[src/rtl/stopwatch_pkg.sv]
// Shared definitions for the stopwatch controller and its event counter.
package stopwatch_pkg;

  typedef enum logic [1:0] {
    IDLE    = 2'd0,
    RUNNING = 2'd1,
    PAUSED  = 2'd2
  } sw_state_t;

  localparam logic [7:0] FLAG_START = 8'h01;
  localparam logic [7:0] FLAG_PAUSE = 8'h02;
  localparam logic [7:0] FLAG_STOP  = 8'h04;

  function automatic logic [7:0] flags_for(input sw_state_t s);
    case (s)
      RUNNING: flags_for = FLAG_START;
      PAUSED:  flags_for = FLAG_PAUSE;
      default: flags_for = FLAG_STOP;
    endcase
  endfunction

endpackage

[src/rtl/btn_debounce.sv]
// Two-flop synchronizer plus level debouncer with a one-cycle press pulse on
// each accepted rising edge.
module btn_debounce #(
  parameter int DEBOUNCE_CYCLES = 16
) (
  input  logic clk,
  input  logic rst,
  input  logic i_raw,
  output logic o_level,
  output logic o_press
);

  localparam int CW = $clog2(DEBOUNCE_CYCLES + 1);
  localparam logic [CW-1:0] CNT_MAX = CW'(DEBOUNCE_CYCLES);

  logic          r_s1, r_s2;
  logic          r_level, r_press;
  logic [CW-1:0] r_cnt;

  always_ff @(posedge clk) begin
    if (!rst) begin
      r_s1    <= 1'b0;
      r_s2    <= 1'b0;
      r_level <= 1'b0;
      r_press <= 1'b0;
      r_cnt   <= '0;
    end else begin
      r_s1    <= i_raw;
      r_s2    <= r_s1;
      r_press <= 1'b0;
      // Any sample agreeing with the current level restarts the window.
      if (r_s2 == r_level) begin
        r_cnt <= '0;
      end else if (r_cnt == CNT_MAX) begin
        r_level <= r_s2;
        r_press <= r_s2;
        r_cnt   <= '0;
      end else begin
        r_cnt <= r_cnt + 1'b1;
      end
    end
  end

  assign o_level = r_level;
  assign o_press = r_press;

endmodule

[src/rtl/stopwatch_ctrl.sv]
// Stopwatch command sequencer: debounced buttons drive a start/pause/clear FSM,
// a run-time prescaler producing count ticks, and a lap-freeze display mux.
module stopwatch_ctrl
  import stopwatch_pkg::*;
#(
  parameter int DEBOUNCE_CYCLES = 16,
  parameter int TICK_DIV        = 1000
) (
  input  logic        clk,
  input  logic        rst,
  input  logic        btn_a,
  input  logic        btn_b,
  input  logic [15:0] cnt_events,
  output logic [7:0]  flags,
  output logic        active_event,
  output logic [15:0] disp_value,
  output logic        lap_active,
  output logic [1:0]  state_o
);

  localparam int PW = $clog2(TICK_DIV);
  localparam logic [PW-1:0] PRESC_MAX = PW'(TICK_DIV - 1);

  logic w_press_a, w_press_b;
  logic w_lvl_a, w_lvl_b;
  logic w_unused_lvl;

  btn_debounce #(.DEBOUNCE_CYCLES(DEBOUNCE_CYCLES)) u_db_a (
    .clk     (clk),
    .rst     (rst),
    .i_raw   (btn_a),
    .o_level (w_lvl_a),
    .o_press (w_press_a)
  );

  btn_debounce #(.DEBOUNCE_CYCLES(DEBOUNCE_CYCLES)) u_db_b (
    .clk     (clk),
    .rst     (rst),
    .i_raw   (btn_b),
    .o_level (w_lvl_b),
    .o_press (w_press_b)
  );

  assign w_unused_lvl = w_lvl_a ^ w_lvl_b;

  sw_state_t     r_state, w_next;
  logic [7:0]    r_flags;
  logic          r_lap;
  logic [15:0]   r_lap_val;
  logic [PW-1:0] r_presc;
  logic          r_tick;
  logic          w_lap_set, w_lap_clr;

  // press_a takes priority; a coincident press_b is dropped entirely.
  always_comb begin
    w_next    = r_state;
    w_lap_set = 1'b0;
    w_lap_clr = 1'b0;
    case (r_state)
      IDLE: begin
        if (w_press_a) w_next = RUNNING;
      end
      RUNNING: begin
        if (w_press_a) begin
          w_next = PAUSED;
        end else if (w_press_b) begin
          if (r_lap) w_lap_clr = 1'b1;
          else       w_lap_set = 1'b1;
        end
      end
      PAUSED: begin
        if (w_press_a) begin
          w_next = RUNNING;
        end else if (w_press_b) begin
          w_next    = IDLE;
          w_lap_clr = 1'b1;
        end
      end
      default: w_next = IDLE;
    endcase
  end

  always_ff @(posedge clk) begin
    if (!rst) begin
      r_state   <= IDLE;
      r_flags   <= FLAG_STOP;
      r_lap     <= 1'b0;
      r_lap_val <= '0;
    end else begin
      r_state <= w_next;
      r_flags <= flags_for(w_next);
      if (w_lap_set) begin
        r_lap     <= 1'b1;
        r_lap_val <= cnt_events;
      end else if (w_lap_clr) begin
        r_lap <= 1'b0;
      end
    end
  end

  // Tick decision follows the current state, so a wrap on the pause edge still fires.
  always_ff @(posedge clk) begin
    if (!rst) begin
      r_presc <= '0;
      r_tick  <= 1'b0;
    end else begin
      r_tick <= 1'b0;
      case (r_state)
        RUNNING: begin
          if (r_presc == PRESC_MAX) begin
            r_presc <= '0;
            r_tick  <= 1'b1;
          end else begin
            r_presc <= r_presc + 1'b1;
          end
        end
        PAUSED:  r_presc <= r_presc;
        default: r_presc <= '0;
      endcase
    end
  end

  assign flags        = r_flags;
  assign active_event = r_tick;
  assign lap_active   = r_lap;
  assign state_o      = r_state;
  assign disp_value   = r_lap ? r_lap_val : cnt_events;

endmodule

[config.mk]
export PLATFORM = sky130hd
export DESIGN_NAME = stopwatch_ctrl
export DESIGN_NICKNAME = d
export VERILOG_FILES = /design/src/rtl/stopwatch_pkg.sv /design/src/rtl/btn_debounce.sv /design/src/rtl/stopwatch_ctrl.sv
export SDC_FILE = /design/constraint.sdc
export NUM_CORES = 1
export LEC_CHECK = 0
export CAP_MARGIN = 20
export CORE_MARGIN = 2
export CORE_UTILIZATION = 36
export CTS_BUF_LIST = sky130_fd_sc_hd__clkbuf_4 sky130_fd_sc_hd__clkbuf_8 sky130_fd_sc_hd__clkbuf_16
export DETAILED_ROUTE_END_ITERATION = 12
export GPL_ROUTABILITY_DRIVEN = 0
export PLACE_DENSITY = 0.67
export SLEW_MARGIN = 20
export SYNTH_ARGS = -nofsm -noshare
export SYNTH_HDL_FRONTEND = slang
export SYNTH_SLANG_ARGS = --single-unit
[constraint.sdc]
create_clock -name clk -period 2.2 [get_ports clk]
set_clock_uncertainty 0.2 [all_clocks]
set_input_delay 0.44 -clock clk [delete_from_list [all_inputs] [get_ports clk]]
set_output_delay 0.44 -clock clk [all_outputs]
set_load 0.05 [all_outputs]
==> impl_metrics.toml <==
[yosys]
synth_area_um2 = 2450
ys_seq_area_share_pct = 41.7
synth_seq_cells = 51
synth_cell_type_count = 45
ys.warnings.count = 0
synthCells = 259
avgSynthCellArea_um2 = 9.46

[place]
port_buffers = 42
dp_hpwl_um = 3150
placed_cells = 375
place_ws_ps = 163

[sta]
setup_ws_ps = 72.5
rsz0062_at_grt = "false"
post-route-period-util_pct = 96.7
max_freq_mhz = 470
setup_viol = 0
finalHoldViolCount = 0
post-route-min-period_ps = 2130
hold_slack_ps = 239
fin_setup_tns_ps = 0
finalMaxSlewViolations = 0

[power]
pwr-share-seq_pct = 52.4
clock_power_share_pct = 37.5
p_sw_share_pct = 24.3
powerDensity_nw_per_um2 = 585
leakage_nw = 1.10
ir_worst_vdd_uv = 252
p_int_w = 0.00134
combPwrFrac_pct = 10.0
switchingPower_w = 0.000431

[grt]
grt_pass1_vias = 1708
grt_pass1_wl_um = 7430
antenna_found_initial = 0
grtUsageTotal_pct = 12.3
grt_overflow = 0
grt_max_degree = 43

[critical_path]
crit_path_end_kind = "output port"
slowest_stage = "clkdlybuf4s50_1"
crit_arrival_ps = 1490
cp_num_cells = 1
worstPathCellList = "clkdlybuf4s50_1"
critical_path_class = "flip-flop to output port"
path_delay_family = "buffers and inverters"
cp_max_fo = 4
cp_slowest_stage_delay_ps = 810
critical_path_buf_inv_count = 1
cp_data_required_time_ps = 1560
startpoint_type = "flip-flop"
ff2ff_path_depth = 7

[min_path]
whs_path_depth = 1
hp-class = "flip-flop to flip-flop"

[run]
drv_cap = 0

[die]
dieWidth_um = 86.5
core-area_um2 = 6680
die-area_um2 = 7480
die_h_um = 86.5
io_pins = 48
rows = 30
initial_core_util_pct = 36.7

[clock_tree]
post_cts_buffers = 0
cts_sinks = 51
insertion_delay_ps = 310
clk_pin_slew_ps = 100
clock_path_buffers = 2
htree_levels = 2
cts_tree = "yes"
cts_root_buf = "clkbuf_8"
cts_made_buffers = 5

[detailed_routing]
avgRoutedWirePerCell_um = 11.3
route.detailed.drc = 0
drtAntennaViolNets = 0
drt_iter0_markers = 61
firstDrtPassIters = 4
drt-total-wl_um = 4330
viasPerCell = 4.70
num_vias = 1799

[finish]
syn2layout_area_growth_pct = 23.6
diodes = 0
drive_gt1_share_pct = 21.8
nNetsFinal = 334
final_cells = 383

[status]
status = "finished, final reports clean"
==> placed cells by master, fill, tap and decap left out, types with 8 or more instances in the layout <==
cell type	netlist	final
a21boi_0	8	8
a21boi_1	9	9
and2_1	9	9
buf_4	6	20
clkdlybuf4s50_1	0	24
dfxtp_1	51	49
ha_1	12	12
inv_1	11	11
mux2_2	16	16
nand2_1	30	30
nand2_2	9	9
nand3_1	12	12
nor2_1	17	17
xor2_1	10	10
==> stage by stage <==
step	util (%)	total power, W	instance area [um^2]
6_report	45.3	0.00177	3030
3_5_place_dp	43.5	0.00113	2910
2_1_floorplan	-	0.00107	2470
5_1_grt	45.3	0.00184	3030
4_1_cts	45.2	0.00181	3020
3_3_place_gp	43.5	0.00113	2910
==> Yosys cell counts (all sizes together) <==
master | number | area (um^2)
nor2 | 17 | 63.8
a41oi | 1 | 16.3
nand4b | 1 | 8.76
clkbuf | 5 | 18.8
o21ai | 6 | 30.0
a22oi | 1 | 7.51
and4bb | 1 | 12.5
and2 | 9 | 56.3
o31a | 1 | 8.76
dfxtp | 51 | 1020
a221oi | 2 | 17.5
or3 | 1 | 11.3
mux2 | 16 | 180
a21boi | 18 | 139
a211oi | 1 | 7.51
nand2b | 2 | 20.0
nand3b | 1 | 7.51
inv | 13 | 48.8
ha | 12 | 150
mux2i | 3 | 30.0
conb | 1 | 3.75
and3b | 1 | 8.76
nor3 | 5 | 36.3
xnor2 | 4 | 35.0
nand4bb | 1 | 11.3
nor4 | 1 | 6.26
and3 | 1 | 6.26
nand3 | 12 | 60.1
or2b | 1 | 7.51
nand4 | 4 | 25.0
o211ai | 2 | 15.0
xor2 | 10 | 87.6
nor2b | 5 | 31.3
nand2 | 39 | 169
buf | 10 | 92.6
==> final timing paths <==
kind | startpoint | endpoint | slack (ps)
max reg2reg | state_o[1]$_SDFF_PN0_ | flags[2]$_SDFF_PN1_ | 250
min reg2reg | u_db_a.r_s1$_SDFF_PN0_ | u_db_a.r_s2$_SDFF_PN0_ | 240
max | state_o[1]$_SDFF_PN0_ | state_o[1] | 70
min | u_db_a.r_s1$_SDFF_PN0_ | u_db_a.r_s2$_SDFF_PN0_ | 240
==> state kept, by name, indices dropped and copies added, names as in the netlist, 2 cells and up <==
signal and count:
r_lap_val 16, r_presc 10, u_db_a.r_cnt 5, u_db_b.r_cnt 5, flags 3, state_o 2
==> final cells by class <==
cell class | count | area [um^2]
clock buffers | 5 | 68.8
repair buffers | 47 | 450
well taps | 80 | 100
fillers | 658 | 3650
flip-flops and latches | 51 | 1020
multi-input cells | 184 | 1290
inverters | 13 | 48.8
clock inverters | 3 | 46.3
==> layer usage <==
layer / global-route usage, % / part of all wire, % / vias up / wire length, um
li1: - / - / 946 / -
met1: 14.5 / 47 / 819 / 2040
met2: 21.5 / 48 / 32 / 2080
met3: 3.71 / 4.0 / 2 / 174
met4: 3.84 / 0.62 / 0 / 27
met5: 0 / 0 / - / 0
==> cell families after synthesis <==
family / share of synthesized area, %
DFF: 41.7
other: 0.153
AOI/OAI and AO/OA: 9.85
adders and majority gates: 6.13
muxes: 8.58
xor gates and xnor gates: 5.00
and+or+nand+nor: 22.1
buffers and inverters: 6.53
==> repair_timing <==
item | CTS | global route
setup endpoints to repair | 0 | 18
resized for setup | 0 | 2
hold endpoints to repair | 0 | 0
hold buffers | 0 | 0
==> power groups by stage <==
stage	registers, W	logic [W]	clock network (W)
floorplan	0.000951	0.000115	0
finish	0.000929	0.000178	0.000665
CTS	0.000930	0.000180	0.000695
detailed placement	0.000951	0.000179	0
global placement	0.000951	0.000178	0
global route	0.000930	0.000187	0.000723
Note: power is estimated with default switching activity, not from simulation.
